### config.mk
export PLATFORM = sky130hd
export DESIGN_NAME = ps2_keyboard_receiver
export DESIGN_NICKNAME = d
export VERILOG_FILES = /design/src/rtl/ps2_pkg.sv /design/src/rtl/ps2_rx_fifo.sv /design/src/rtl/ps2_keyboard_receiver.sv
export SDC_FILE = /design/constraint.sdc
export NUM_CORES = 1
export LEC_CHECK = 0
export ABC_AREA = 1
export BUFFER_PORTS_ARGS = -buffer_cell sky130_fd_sc_hd__buf_2
export CORE_MARGIN = 4
export CORE_UTILIZATION = 55
export DETAILED_ROUTE_END_ITERATION = 12
export PLACE_DENSITY = 0.72
export SYNTH_ARGS = -nofsm -noshare
export SYNTH_HDL_FRONTEND = slang
export SYNTH_SLANG_ARGS = --single-unit
### constraint.sdc
create_clock -name clk -period 2.6 [get_ports clk]
set_input_delay 0.52 -clock clk [delete_from_list [all_inputs] [get_ports clk]]
set_output_delay 0.52 -clock clk [all_outputs]
set_load 0.02 [all_outputs]
### src/rtl/ps2_pkg.sv
// ps2_pkg: shared PS/2 receiver constants (FSM encoding, frame width, bus register addresses).
package ps2_pkg;
    localparam logic [1:0] ST_IDLE   = 2'd0;
    localparam logic [1:0] ST_DATA   = 2'd1;
    localparam logic [1:0] ST_PARITY = 2'd2;
    localparam logic [1:0] ST_STOP   = 2'd3;
    localparam int PS2_DATA_BITS = 8;
    localparam logic [31:0] KBD_DATA_ADDR  = 32'h8000_3000;
    localparam logic [31:0] KBD_VALID_ADDR = 32'h8000_3001;
endpackage

### src/rtl/ps2_rx_fifo.sv
// ps2_rx_fifo: circular FIFO for received scan codes.
// Ports: clk, rst_n (async active-low), push/din write, pop read-advance,
// full/empty flags, head = oldest entry (zero when empty).
module ps2_rx_fifo #(
    parameter int DEPTH = 4,
    parameter int WIDTH = 8
) (
    input  logic             clk,
    input  logic             rst_n,
    input  logic             push,
    input  logic [WIDTH-1:0] din,
    input  logic             pop,
    output logic             full,
    output logic             empty,
    output logic [WIDTH-1:0] head
);
    localparam int AW = $clog2(DEPTH);
    logic [WIDTH-1:0] mem_q [DEPTH];
    logic [WIDTH-1:0] mem_d [DEPTH];
    logic [AW-1:0] wr_ptr_q, wr_ptr_d, rd_ptr_q, rd_ptr_d;
    logic [AW:0] count_q, count_d;
    logic wr, rd;
    assign full  = count_q == (AW+1)'(DEPTH);
    assign empty = count_q == '0;
    assign head  = empty ? '0 : mem_q[rd_ptr_q];
    // A push while full is only accepted when a pop frees the head slot in the same cycle.
    assign wr = push && (!full || pop);
    assign rd = pop && !empty;
    always_comb begin
        mem_d = mem_q;
        if (wr) mem_d[wr_ptr_q] = din;
        wr_ptr_d = wr ? wr_ptr_q + 1'b1 : wr_ptr_q;
        rd_ptr_d = rd ? rd_ptr_q + 1'b1 : rd_ptr_q;
        count_d  = count_q + {{AW{1'b0}}, wr} - {{AW{1'b0}}, rd};
    end
    always_ff @(posedge clk or negedge rst_n) begin
        if (!rst_n) begin
            mem_q    <= '{default: '0};
            wr_ptr_q <= '0;
            rd_ptr_q <= '0;
            count_q  <= '0;
        end else begin
            mem_q    <= mem_d;
            wr_ptr_q <= wr_ptr_d;
            rd_ptr_q <= rd_ptr_d;
            count_q  <= count_d;
        end
    end
endmodule

### src/rtl/ps2_keyboard_receiver.sv
// ps2_keyboard_receiver: PS/2 device-to-host frame receiver with scan-code FIFO.
// Ports: clk, rst_n (async active-low), ps2_clk/ps2_data raw pins,
// keyboard_readed_signal pop request, keyboard_data FIFO head, keyboard_valid_data
// non-empty flag, frame_error / overflow one-cycle pulses.
module ps2_keyboard_receiver
    import ps2_pkg::*;
#(
    parameter int FIFO_DEPTH     = 4,
    parameter int TIMEOUT_CYCLES = 5000
) (
    input  logic       clk,
    input  logic       rst_n,
    input  logic       ps2_clk,
    input  logic       ps2_data,
    input  logic       keyboard_readed_signal,
    output logic [7:0] keyboard_data,
    output logic       keyboard_valid_data,
    output logic       frame_error,
    output logic       overflow
);
    localparam int TW = $clog2(TIMEOUT_CYCLES);
    localparam int CW = $clog2(PS2_DATA_BITS);
    logic ck_meta_q, ck_meta_d, ck_sync_q, ck_sync_d;
    logic dt_meta_q, dt_meta_d, dt_sync_q, dt_sync_d;
    logic ck_prev_q, ck_prev_d, fall_q, fall_d;
    logic [1:0] state_q, state_d;
    logic [CW-1:0] bit_cnt_q, bit_cnt_d;
    logic [PS2_DATA_BITS-1:0] shift_q, shift_d;
    logic parity_q, parity_d;
    logic [TW-1:0] tmo_q, tmo_d;
    logic frame_error_q, frame_error_d, overflow_q, overflow_d;
    logic push, full, empty, frame_ok, timeout;
    assign frame_ok = dt_sync_q && ^{shift_q, parity_q};
    assign timeout  = state_q != ST_IDLE && !fall_q && tmo_q == TW'(TIMEOUT_CYCLES - 1);
    always_comb begin
        ck_meta_d     = ps2_clk;
        ck_sync_d     = ck_meta_q;
        dt_meta_d     = ps2_data;
        dt_sync_d     = dt_meta_q;
        ck_prev_d     = ck_sync_q;
        fall_d        = ck_prev_q && !ck_sync_q;
        state_d       = state_q;
        bit_cnt_d     = bit_cnt_q;
        shift_d       = shift_q;
        parity_d      = parity_q;
        push          = 1'b0;
        frame_error_d = 1'b0;
        tmo_d         = (fall_q || state_q == ST_IDLE) ? '0 : tmo_q + 1'b1;
        if (timeout) begin
            state_d       = ST_IDLE;
            frame_error_d = 1'b1;
        end else if (fall_q) begin
            case (state_q)
                ST_IDLE: begin
                    // A high data line at a falling edge is not a start bit; ignore it.
                    if (!dt_sync_q) begin
                        state_d   = ST_DATA;
                        bit_cnt_d = '0;
                    end
                end
                ST_DATA: begin
                    shift_d   = {dt_sync_q, shift_q[PS2_DATA_BITS-1:1]};
                    bit_cnt_d = bit_cnt_q + 1'b1;
                    if (bit_cnt_q == CW'(PS2_DATA_BITS - 1)) state_d = ST_PARITY;
                end
                ST_PARITY: begin
                    parity_d = dt_sync_q;
                    state_d  = ST_STOP;
                end
                default: begin
                    state_d       = ST_IDLE;
                    push          = frame_ok;
                    frame_error_d = !frame_ok;
                end
            endcase
        end
        // When full, a same-cycle pop makes room, so only an unaccompanied push overflows.
        overflow_d = push && full && !keyboard_readed_signal;
    end
    always_ff @(posedge clk or negedge rst_n) begin
        if (!rst_n) begin
            ck_meta_q     <= 1'b1;
            ck_sync_q     <= 1'b1;
            dt_meta_q     <= 1'b1;
            dt_sync_q     <= 1'b1;
            ck_prev_q     <= 1'b1;
            fall_q        <= 1'b0;
            state_q       <= ST_IDLE;
            bit_cnt_q     <= '0;
            shift_q       <= '0;
            parity_q      <= 1'b0;
            tmo_q         <= '0;
            frame_error_q <= 1'b0;
            overflow_q    <= 1'b0;
        end else begin
            ck_meta_q     <= ck_meta_d;
            ck_sync_q     <= ck_sync_d;
            dt_meta_q     <= dt_meta_d;
            dt_sync_q     <= dt_sync_d;
            ck_prev_q     <= ck_prev_d;
            fall_q        <= fall_d;
            state_q       <= state_d;
            bit_cnt_q     <= bit_cnt_d;
            shift_q       <= shift_d;
            parity_q      <= parity_d;
            tmo_q         <= tmo_d;
            frame_error_q <= frame_error_d;
            overflow_q    <= overflow_d;
        end
    end
    ps2_rx_fifo #(.DEPTH(FIFO_DEPTH), .WIDTH(PS2_DATA_BITS)) u_fifo (
        .clk   (clk),
        .rst_n (rst_n),
        .push  (push),
        .din   (shift_q),
        .pop   (keyboard_readed_signal),
        .full  (full),
        .empty (empty),
        .head  (keyboard_data)
    );
    assign keyboard_valid_data = !empty;
    assign frame_error         = frame_error_q;
    assign overflow            = overflow_q;
endmodule

**Word level (Yosys, flattened, before mapping)**

Cells that the tools add are included.

- Add/subtract/negate cells: 6
- $lt $le $gt $ge: 3
- Equal/unequal tests: 8
- Mux-type cells: 21
- Bitwise gates (word level): 3
- Reductions and logical operators: 28

Operators with widths:

| operator | count |
|---|---|
| bitwise mux 32 bit | 1 |
| 2-to-1 mux 8 bit | 4 |
| binary-select mux 8 bit (select 2 bit) | 1 |
| demux 8 bit (select 2 bit) | 1 |
| adder 13 x 1 -> 13 bit, second input constant | 1 |
| == test 13 bit, second input constant | 1 |
| 2-to-1 mux 13 bit | 1 |
| logical AND 1 bit | 9 |
| AND reduction 3 bit | 3 |
| parity 9 bit | 1 |
| 2-to-1 mux 2 bit | 4 |
| == test 3 bit, second input constant | 2 |
| >= comparator 3 bit, second input constant | 2 |
| logical NOT 1 bit | 6 |
| 2-to-1 mux 1 bit | 6 |
| != test 3 bit, second input constant | 2 |
| inverter 2 -> 3 bit | 2 |
| one-hot mux 2 bit (3 select lines) | 1 |
| one-hot mux 3 bit (2 select lines) | 1 |
| nonzero test 2 bit | 3 |
| adder 2 x 1 -> 2 bit, second input constant | 2 |
| AND reduction 4 bit | 1 |
| adder 3 x 1 -> 3 bit | 1 |
| adder 3 x 1 -> 3 bit, second input constant | 1 |
| 11 further kinds | 12 |

- Register bits after elaboration: 74
- Bits of input ports: 5
- Output and inout port bits: 11
- Logic and storage cells: 89

**Logic depth before layout (Yosys ltp)**

Gate-level depths: netlist of the first run.

- Depth in word-level cells: 8
- Depth in mapped cells: 17
- Gate-level depth less buffers: 15

**Cells and area by module**

Synthesis of the first run repeated with hierarchy kept, for this count alone.

- Cell total of the unflattened synthesis: 457
- Area total of the unflattened synthesis: 3806.2 um^2

Modules (own cells, without submodules):

| module | instances | cells each | area each (um^2) |
|---|---|---|---|
| ps2_rx_fifo | 1 | 257 | 2104.5 |
| ps2_keyboard_receiver | 1 | 200 | 1701.6 |

**Worst setup path before layout of the first run**

OpenSTA, ideal clock, no wires.

- Kind: reg-to-reg
- Start point: register shift_q[2]
- End point: register u_fifo.count_q[2]
- Arrival time: 2.079 ns
- Data required time: 2.477 ns
- Slack: 0.399 ns
- Stages on the path, launching flop included: 16
- Clock period less this slack: 2.201 ns
- Cell sequence: dfrtp_1 buf_6 xnor2_1 inv_1 nand3_2 nand2_1 nand2_1 nand3_2 nor2_4 buf_12 nand2_2 inv_1 ha_1 inv_1 fa_1 xnor2_1

- Word-level cells in the longest chain between the ends: 8

Ends and longest elaborated chain:

| item | RTL line | text |
|---|---|---|
| start: declaration | ps2_keyboard_receiver.sv:28 | `logic [PS2_DATA_BITS-1:0] shift_q, shift_d;` |
| start signal: assignment | ps2_keyboard_receiver.sv:104 | `shift_q <= shift_d;` |
| parity 9 bit | ps2_keyboard_receiver.sv:33 | `assign frame_ok = dt_sync_q && ^{shift_q, parity_q};` |
| logical AND 1 bit | ps2_keyboard_receiver.sv:33 |  |
| 2-to-1 mux 1 bit | ps2_keyboard_receiver.sv:53 | `case (state_q)` |
| 2-to-1 mux 1 bit | ps2_keyboard_receiver.sv:52 | `end else if (fall_q) begin` |
| 2-to-1 mux 1 bit | ps2_keyboard_receiver.sv:49 | `if (timeout) begin` |
| logical AND 1 bit | ps2_rx_fifo.sv:27 | `assign wr = push && (!full \|\| pop);` |
| named net u_fifo.wr | ps2_rx_fifo.sv:22 | `logic wr, rd;` |
| adder 3 x 1 -> 3 bit | ps2_rx_fifo.sv:34 | `count_d = count_q + {{AW{1'b0}}, wr} - {{AW{1'b0}}, rd};` |
| subtractor 3 x 1 -> 3 bit | ps2_rx_fifo.sv:34 |  |
| named net u_fifo.count_d[2] | ps2_rx_fifo.sv:21 | `logic [AW:0] count_q, count_d;` |
| end signal: assignment | ps2_rx_fifo.sv:46 | `count_q <= count_d;` |
| end: declaration | ps2_rx_fifo.sv:21 |  |

The timed path passes the listed nets, and every way through them passes these cells.
A chain may end at the register's enable or synchronous reset.

**Final worst setup path of the first run**

- Start point: register u_fifo.rd_ptr_q[1]
- End point: output keyboard_data[1]

- Word-level cells in the longest chain between the ends: 5

Ends and longest elaborated chain:

| item | RTL line | text |
|---|---|---|
| start: declaration | ps2_rx_fifo.sv:20 | `logic [AW-1:0] wr_ptr_q, wr_ptr_d, rd_ptr_q, rd_ptr_d;` |
| start signal: assignment | ps2_rx_fifo.sv:45 | `rd_ptr_q <= rd_ptr_d;` |
| inverter 2 -> 3 bit (implied by the code) | ps2_rx_fifo.sv:25 | `assign head = empty ? '0 : mem_q[rd_ptr_q];` |
| binary-select mux 8 bit (select 2 bit) | ps2_rx_fifo.sv:25 |  |
| 2-to-1 mux 8 bit (implied by the code) (2 in series) | ps2_rx_fifo.sv:25 |  |
| 2-to-1 mux 8 bit | ps2_rx_fifo.sv:25 |  |
| end: declaration | ps2_keyboard_receiver.sv:16 | `output logic [7:0] keyboard_data,` |

No other way between the ends. The select of a mux whose other input is x is not followed.

==> out/results.ini, run 1 <==
[detailed_routing]
drt-initial-drc-count=143
drtAntennaViolNets=0
num_vias=2909
wl_um=7590
vias_per_cell=5.37
first_pass_iters=4
drc_errors=0
avgRoutedWirePerCell_um=14.0

[grt]
overflow=0
grt_pass1_vias=2749
antenna_found_initial=0
grt_usage_pct=19.5
grt_max_degree=75
grt_pass1_wl_um=12900

[die]
rows=30
die_y_um=91.2
die_x_um=91.2
start_util_pct=56.3
dieArea_mm2=0.00831
core_area_mm2=0.00676
io-pin-count=16

[setup_path]
crit_path_end_kind=primary output
worstPathMaxFanout=9
path_class=reg -> out
crit_family=flip-flops
path_buf_inv=2
critical_path.slowest_cell=dfrtp_1
timing.critical_path.slowest_cell_delay_ns=0.52
worstPathRequired_ns=2.08
start_kind=flop
cp_cell_sequence=clkinv_1, nor2_1, o21ai_0, a21oi_1, buf_2
arrival_ns=1.87

[yosys]
synth_area_per_cell_um2=8.45
yosysSeqAreaShare_pct=48.8
synth_most_common_cell=nand2_1
netlist_top_cells_area=dfrtp_1 (45%), nand2_1 (12%), nand4_1 (6.1%)
synth_seq_cells=74
synth_edf_count=0
synth_cells=450
yosys_warnings=0
ys_types=29
synth.top_cell.area_share_pct=45.4
synth_nets=470
syn_area_mm2=0.00380
async_flop_share_pct=100
ys.flop_type=dfrtp_1
synth_largest_area_cell=dfrtp_1
synth_commonest_cells=nand2_1 (119), dfrtp_1 (69), nor2_1 (52)

[finish]
final_core_util_pct=60.1
n_fill_cell=599
stdcell_count=542
nets=478
fin_area_mm2=0.00406
drive_above_1_share_pct=11.3
area_growth_pct=6.81
num_antenna_cells=0

[pwr]
switching_power_mw=1.71
p_per_area_mw_per_mm2=1040
power.leakage_nw=2.09
ir_drop_v=0.000493
p_clk_share_pct=23.6
p_total_mw=4.22
comb_power_share_pct=36.4
swShare_pct=40.5
cell_internal_pwr_mw=2.51
pwr-share-seq_pct=40.0

[timing]
fmax_ghz=0.419
hold_viol_final=0
rsz0062_at_grt=no
setup_viol=0
min_period_over_period_pct=91.9
finClkSkew_ns=0.00627
min_period_ns=2.39
fin_tns_setup_ns=0
max-slew-margin-rel_pct=40.0
worst-slew-pin-transition_ns=0.900
slew_violations=0

[place]
place_area_mm2=0.00384
hpwl_um=5320
routabilityCongestion=0.835
port_buffers=15
dp.cells=527

[status]
status=finished clean

[clock_tree]
htree_num_levels=3
clockBufferDepth=2
numCtsBuffers=9
cts_hold_buffers=0
cts_tree=done
clk_latency_ns=0.36
cts.clk_slew.worst_paths_ns=0.07
cts_sinks=74
cts_root_buf=clkbuf_8
cts_resized=0
post_cts_buffers=0

[min_path]
hold_path.class=in -> reg

[flow_run]
drv_cap=0

[cells by family after synthesis]
family | after synthesis | share of synthesized area [%]
adders and majority gates | 15 | 5.13
DFF | 74 | 48.8
AOI/OAI and AO/OA | 49 | 6.58
and+or+nand+nor | 239 | 28.8
xor gates and xnor gates | 9 | 2.07
buffers and inverters | 64 | 8.55
[power by group through the flow]
stage                     Clock [mW]  Combinational, mW  Sequential [mW]
final                          0.996               1.54             1.69
after floorplan                    0               1.32             1.54
after CTS                       1.01               1.56             1.68
after detailed placement           0               1.54             1.70
after global routing            1.06               1.75             1.73
after global placement             0               1.50             1.69
[area by class of cell]
class                           count  area, µm²  area share (%)
Clock buffer                       13        159            3.91
Clock inverter                      2       60.1            1.48
Inverter                           42        158            3.88
Multi-Input combinational cell    312       1620            39.9
Sequential cell                    74       1860            45.7
Tap cell                           80        100            2.46
Timing Repair Buffer               19        108            2.65
[layout by cell type, fill, tap and decap left out, types with 6 or more instances in the layout]
cell	instances
a21oi_1	19
nor2_1	52
dfrtp_1	69
nor3_1	6
inv_1	37
clkbuf_8	11
ha_1	14
nand3_1	14
o21ai_0	28
buf_2	14
nand4_1	37
nand2_1	119
[stage by stage]
step | hold WS (ns) | worst slack (ns)
2_1_floorplan | 0.224 | 0.399
3_3_place_gp | 0.346 | 0.448
3_5_place_dp | 0.347 | 0.430
4_1_cts | 0.255 | 0.204
5_1_grt | 0.254 | 0.0753
6_report | 0.259 | 0.211
[layer usage]
metal / share of wire [%] / wire, µm / up-vias / global-route usage [%]
li1: - / - / 1476 / -
met1: 45 / 3400 / 1359 / 25.9
met2: 48 / 3670 / 58 / 31.0
met3: 4.2 / 320 / 16 / 3.65
met4: 2.6 / 196 / 0 / 9.30
met5: 0 / 0 / - / 0
[flip-flops by register name, indices dropped and copies added (netlist names), 2 cells and up]
register         cells
u_fifo.mem_q        32
tmo_q               13
shift_q              8
bit_cnt_q            3
u_fifo.count_q       3
state_q              2
u_fifo.rd_ptr_q      2
u_fifo.wr_ptr_q      2
[worst reg2reg max path: cells and delay by family (launching register included)]
family / cells / cell delay (ns)
xor gates and xnor gates: 1 / 0.28
buffers and inverters: 2 / 0.43
DFF: 1 / 0.48
and+or+nand+nor: 8 / 0.90
[worst paths after layout]
kind                                     from               end  slack [ns]  cells past startpoint
min in group asynchronous               rst_n   u_fifo.mem_q[8]        0.30                      1
min                                   ps2_clk         ck_meta_q        0.26                      1
max in group asynchronous               rst_n          overflow        1.73                      1
max                        u_fifo.rd_ptr_q[1]  keyboard_data[1]        0.21                      5
max reg2reg                        shift_q[2]  u_fifo.mem_q[25]        0.40                     11
min reg2reg                         ck_meta_q         ck_prev_d        0.36                      0
(Power assumes the default switching activity.)
==> run 2, diff against run 1 <==
BUFFER_PORTS_ARGS = -buffer_cell sky130_fd_sc_hd__clkbuf_2   (was -buffer_cell sky130_fd_sc_hd__buf_2)
RECOVER_POWER = 100   (was not set)
==> out/results.ini, run 2 (synthesis gave the netlist of run 1 again) <==
[finish]
nets=479  ; was 478
final_common_cell=nand2_1  ; unchanged
n_fill_cell=629  ; was 599
largest_reg_flops=32  ; unchanged
largestRegisters=u_fifo.mem_q (32), tmo_q (13), shift_q (8)  ; unchanged
drive_above_1_share_pct=8.19  ; was 11.3%
final_cell_mix=nand2_1 (120), dfrtp_1 (69), nor2_1 (52)  ; was nand2_1 (119), dfrtp_1 (69), nor2_1 (52)
area_growth_pct=4.21  ; was 6.81%
final_core_util_pct=58.7  ; was 60.1%
stdcell_count=544  ; was 542
regMostFlops=u_fifo.mem_q  ; unchanged
num_antenna_cells=0  ; unchanged

[clock_tree]
cts_tree=done  ; unchanged
numCtsBuffers=9  ; unchanged
cts_resized=0  ; unchanged
cts_root_buf=clkbuf_8  ; unchanged
htree_num_levels=3  ; unchanged
clk_latency_ns=0.35  ; was 0.36 ns
cts.clk_slew.worst_paths_ns=0.07  ; about the same
cts_hold_buffers=0  ; unchanged
clockBufferDepth=2  ; unchanged
cts_sinks=74  ; unchanged
post_cts_buffers=0  ; unchanged

[setup_path]
crit_family=flip-flops  ; unchanged
critical_path.slowest_cell=dfrtp_1  ; unchanged
worstPathMaxFanout=9  ; unchanged
timing.critical_path.slowest_cell_delay_ns=0.53  ; was 0.52 ns
cp_cell_sequence=clkinv_1, nor2_1, o21ai_0, a21oi_1, clkbuf_2  ; was clkinv_1, nor2_1, o21ai_0, a21oi_1, buf_2
crit_path_end_kind=primary output  ; unchanged
start_kind=flop  ; unchanged
worstPathRequired_ns=2.08  ; about the same
path_class=reg -> out  ; unchanged
path_buf_inv=2  ; unchanged
arrival_ns=1.87  ; about the same

[place]
port_buffers=15  ; unchanged
hpwl_um=5460  ; was 5320 µm
dp.cells=528  ; was 527
routabilityCongestion=0.832  ; was 0.835

[timing]
worst-slew-pin-transition_ns=1.93  ; was 0.900 ns
whs_ns=0.254  ; was 0.259 ns
max-slew-margin-rel_pct=-28.8  ; was 40.0%
fmax_ghz=0.418  ; was 0.419 GHz
rsz0062_at_grt=no  ; unchanged
min_period_over_period_pct=92.0  ; was 91.9%
hold_viol_final=0  ; unchanged
setup_viol=0  ; unchanged
finClkSkew_ns=0.00820  ; was 0.00627 ns
fin_tns_setup_ns=0  ; unchanged
min_period_ns=2.39  ; about the same
slew_violations=35  ; was 0

[die]
io-pin-count=16  ; unchanged
core_area_mm2=0.00676  ; unchanged
rows=30  ; unchanged
die_y_um=91.2  ; unchanged
start_util_pct=56.3  ; unchanged
dieArea_mm2=0.00831  ; unchanged
die_x_um=91.2  ; unchanged

[status]
violations=max-capacitance violations, max-slew violations
status=finished with violations  ; was finished clean

[detailed_routing]
drc_errors=0  ; unchanged
top_layer=met4  ; unchanged
route.met3.wl_um=316  ; was 320 µm
vias_per_cell=5.44  ; was 5.37
wl_met1_um=3510  ; was 3400 µm
drt-initial-drc-count=146  ; was 143
num_vias=2962  ; was 2909
first_pass_iters=5  ; was 4
wl_um=7670  ; was 7590 µm
drtAntennaViolNets=0  ; unchanged
avgRoutedWirePerCell_um=14.1  ; was 14.0 µm
wl_met2_um=3670  ; about the same

[min_path]
hold_path.class=in -> reg  ; unchanged

[grt]
antenna_found_initial=0  ; unchanged
overflow=0  ; unchanged
grt_usage_pct=20.3  ; was 19.5%
grt_pass1_wl_um=13400  ; was 12900 µm
grt_max_degree=41  ; was 75
grt_pass1_vias=2862  ; was 2749

[pwr]
power.leakage_nw=2.03  ; was 2.09 nW
ir_drop_v=0.000384  ; was 0.000493 V
p_per_area_mw_per_mm2=1000  ; was 1040 mW/mm²

[flow_run]
drv_cap=1  ; was 0

## run 2: changes by cell type in the layout (fill, tap and decap cells not counted), moves of 2 or more
cell	change
buf_2	-14
buf_4	-2
bufinv_16	-2
clkbuf_1	+10
clkbuf_2	+8
nand3_1	+4
nand3_4	-3
## run 2: area by class of cell
class	instances	area, µm²	area share [%]
Multi-Input combinational cell	312	1570	39.6
Tap cell	80	100	2.53
Timing Repair Buffer	20	113	2.84
Inverter	42	158	3.98
Clock inverter	2	12.5	0.316
Clock buffer	14	153	3.85
Sequential cell	74	1860	46.9
## run 2: metal layers
| metal | global-route usage, % | up-vias |
|---|---|---|
| li1 | - | 1483 |
| met4 | 8.67 | 0 |
| met3 | 3.65 | 16 |
| met5 | 0 | - |
| met1 | 26.8 | 1389 |
| met2 | 32.8 | 74 |
## run 2: metrics by stage
step	setup slack, ns	power (mW)	cell area, µm²
after CTS	0.179	4.05	4030
final	0.208	3.97	3960
after floorplan	0.399	2.86	3800
after global routing	0.0354	4.30	3960
after detailed placement	0.396	3.26	3860
after global placement	0.448	3.20	3860
## run 2: final timing paths
kind	from	end	slack, ns	cells after the start
worst min-delay path	ps2_data	dt_meta_q	0.25	1
worst max-delay path	u_fifo.rd_ptr_q[1]	keyboard_data[1]	0.21	5
worst max register to register	shift_q[2]	u_fifo.mem_q[21]	0.31	11
max in group asynchronous	rst_n	fall_q	0.78	1
min in group asynchronous	rst_n	u_fifo.rd_ptr_q[0]	0.70	1
worst min register to register	ck_meta_q	ck_prev_d	0.36	0
## run 2: where the power goes
group	leakage (nW)	internal, mW	switching [mW]	total, mW
Combinational	0.970	0.522	0.990	1.51
Sequential	0.980	1.38	0.305	1.68
Clock	0.0807	0.373	0.399	0.772
==> run 3, diff against run 2 <==
clock period = 2.3 ns   (was 2.6 ns; I/O delays follow)
==> out/results.ini, run 3 (synthesis gave the netlist of run 1 again) <==
[finish]
final_core_util_pct=60.9  ; was 58.7%
fin_area_mm2=0.00411  ; was 0.00396 mm²
seq_area_mm2=0.00186  ; about the same
nets=489  ; was 479
area_growth_pct=8.16  ; was 4.21%
final_cell_mix=nand2_1 (119), dfrtp_1 (64), nor2_1 (52)  ; was nand2_1 (120), dfrtp_1 (69), nor2_1 (52)
largestRegisters=u_fifo.mem_q (32), tmo_q (13), shift_q (8)  ; unchanged
num_antenna_cells=0  ; unchanged
final_common_cell=nand2_1  ; unchanged
regMostFlops=u_fifo.mem_q  ; unchanged
drive_above_1_share_pct=12.9  ; was 8.19%
n_fill_cell=612  ; was 629
multi_input_area_mm2=0.00160  ; was 0.00157 mm²
largest_reg_flops=32  ; unchanged

[die]
dieArea_mm2=0.00831  ; unchanged
die_y_um=91.2  ; unchanged
rows=30  ; unchanged
die_x_um=91.2  ; unchanged
io-pin-count=16  ; unchanged
core_area_mm2=0.00676  ; unchanged
start_util_pct=56.3  ; unchanged

[setup_path]
arrival_ns=1.70  ; was 1.87 ns
r2r_slack_ns=0.19  ; was 0.31 ns
crit_path_end_kind=primary output  ; unchanged
start_kind=flop  ; unchanged
path_class=reg -> out  ; unchanged
worstPathRequired_ns=1.84  ; was 2.08 ns
worstPathMaxFanout=9  ; unchanged

[clock_tree]
numCtsBuffers=9  ; unchanged
cts_sinks=74  ; unchanged
cts_tree=done  ; unchanged
cts.clk_slew.worst_paths_ns=0.07  ; about the same
clk_latency_ns=0.35  ; about the same
clockBufferDepth=2  ; unchanged
htree_num_levels=3  ; unchanged
cts_root_buf=clkbuf_8  ; unchanged

[grt]
grt_use_met3_pct=4.14  ; was 3.65%
use_met2_pct=33.7  ; was 32.8%
grt_pass1_wl_um=13700  ; was 13400 µm
overflow=0  ; unchanged
grt_max_degree=44  ; was 41
grt_pass1_vias=2931  ; was 2862
grt.busiest_layer=met2  ; unchanged
use_met1_pct=27.1  ; was 26.8%
grt_usage_pct=20.8  ; was 20.3%
antenna_found_initial=0  ; unchanged

[place]
port_buffers=15  ; unchanged
hpwl_um=5610  ; was 5460 µm
place_area_mm2=0.00392  ; was 0.00386 mm²
routabilityCongestion=0.839  ; was 0.832

[min_path]
hold_path.class=in -> reg  ; unchanged

[timing]
min_period_over_period_pct=94.0
rsz0062_at_grt=no  ; unchanged
setup_viol=0  ; unchanged
min_period_ns=2.16
hold_viol_final=0  ; unchanged
worst-slew-pin-transition_ns=1.77  ; was 1.93 ns
fmax_ghz=0.462
finClkSkew_ns=0.0116  ; was 0.00820 ns
fin_tns_setup_ns=0  ; unchanged
max-slew-margin-rel_pct=-17.8  ; was -28.8%
slew_violations=32  ; was 35

[detailed_routing]
vias_per_cell=5.48  ; was 5.44
drtAntennaViolNets=0  ; unchanged
first_pass_iters=4  ; was 5
num_vias=3025  ; was 2962
drt-initial-drc-count=182  ; was 146
drc_errors=0  ; unchanged
avgRoutedWirePerCell_um=14.3  ; was 14.1 µm
wl_um=7910  ; was 7670 µm

[pwr]
power.leakage_nw=2.11  ; was 2.03 nW
ir_drop_v=0.000541  ; was 0.000384 V
p_per_area_mw_per_mm2=1190  ; was 1000 mW/mm²

[status]
violations=max-capacitance violations, max-slew violations  ; unchanged
status=finished with violations  ; unchanged

[flow_run]
drv_cap=1  ; unchanged

[run 3: cell count changes in the layout (fill, tap and decap cells not counted), sizes merged]
cell      delta
buf          +9
bufinv       +2
clkbuf       -2
clkinv       -1
clkinvlp     -1
inv          +1
[run 3: routing by layer]
layer	vias up	part of all wire [%]
li1	1500	-
met1	1435	43
met2	76	50
met3	14	4.3
met4	0	2.3
met5	-	0
[run 3: worst paths after layout]
check,startpoint,end,cells after the start
max reg2reg,shift_q[4],u_fifo.count_q[2],15
max,u_fifo.rd_ptr_q[1],keyboard_data[5],5
min in group asynchronous,rst_n,u_fifo.rd_ptr_q[1],1
min,ps2_clk,ck_meta_q,1
max in group asynchronous,rst_n,u_fifo.rd_ptr_q[1],1
min reg2reg,dt_meta_q,dt_sync_q,0
[run 3: stage by stage]
stage / setup slack (ns) / hold WS (ns) / total power [mW] / instances
finish: 0.137 / 0.191 / 4.88 / 552
global route: 0.00147 / 0.175 / 5.26 / 552
CTS: 0.0347 / 0.0416 / 4.91 / 549
detailed placement: 0.148 / 0.347 / 3.81 / 535
global placement: 0.215 / 0.346 / 3.73 / 535
floorplan: 0.0989 / 0.164 / 3.23 / 450
[run 3: final cells by class]
type / count / share of cell area (%)
Sequential cell: 74 / 45.3
Clock buffer: 11 / 3.44
Timing Repair Buffer: 30 / 4.56
Multi-Input combinational cell: 312 / 38.8
Clock inverter: 3 / 1.58
Inverter: 42 / 3.83
Tap cell: 80 / 2.43
[run 3: power breakdown]
part	switching, mW	internal [mW]
sequential	0.279	1.57
combinational	1.25	0.705
clock	0.454	0.627
total	1.98	2.90
[run 3: what timing repair did]
item                       in CTS  in global routing
setup buffers                   0                  3
hold buffers                    0                  0
gates resized for setup         1                  6
setup endpoints to repair       8                 18
[run 3: worst max-delay path, cell delays in order, from the launching register on]
cell	delay (ns)
dfrtp_2	0.48
inv_1	0.20
nor2_1	0.15
o21ai_0	0.09
a21oi_1	0.18
clkbuf_1	0.25
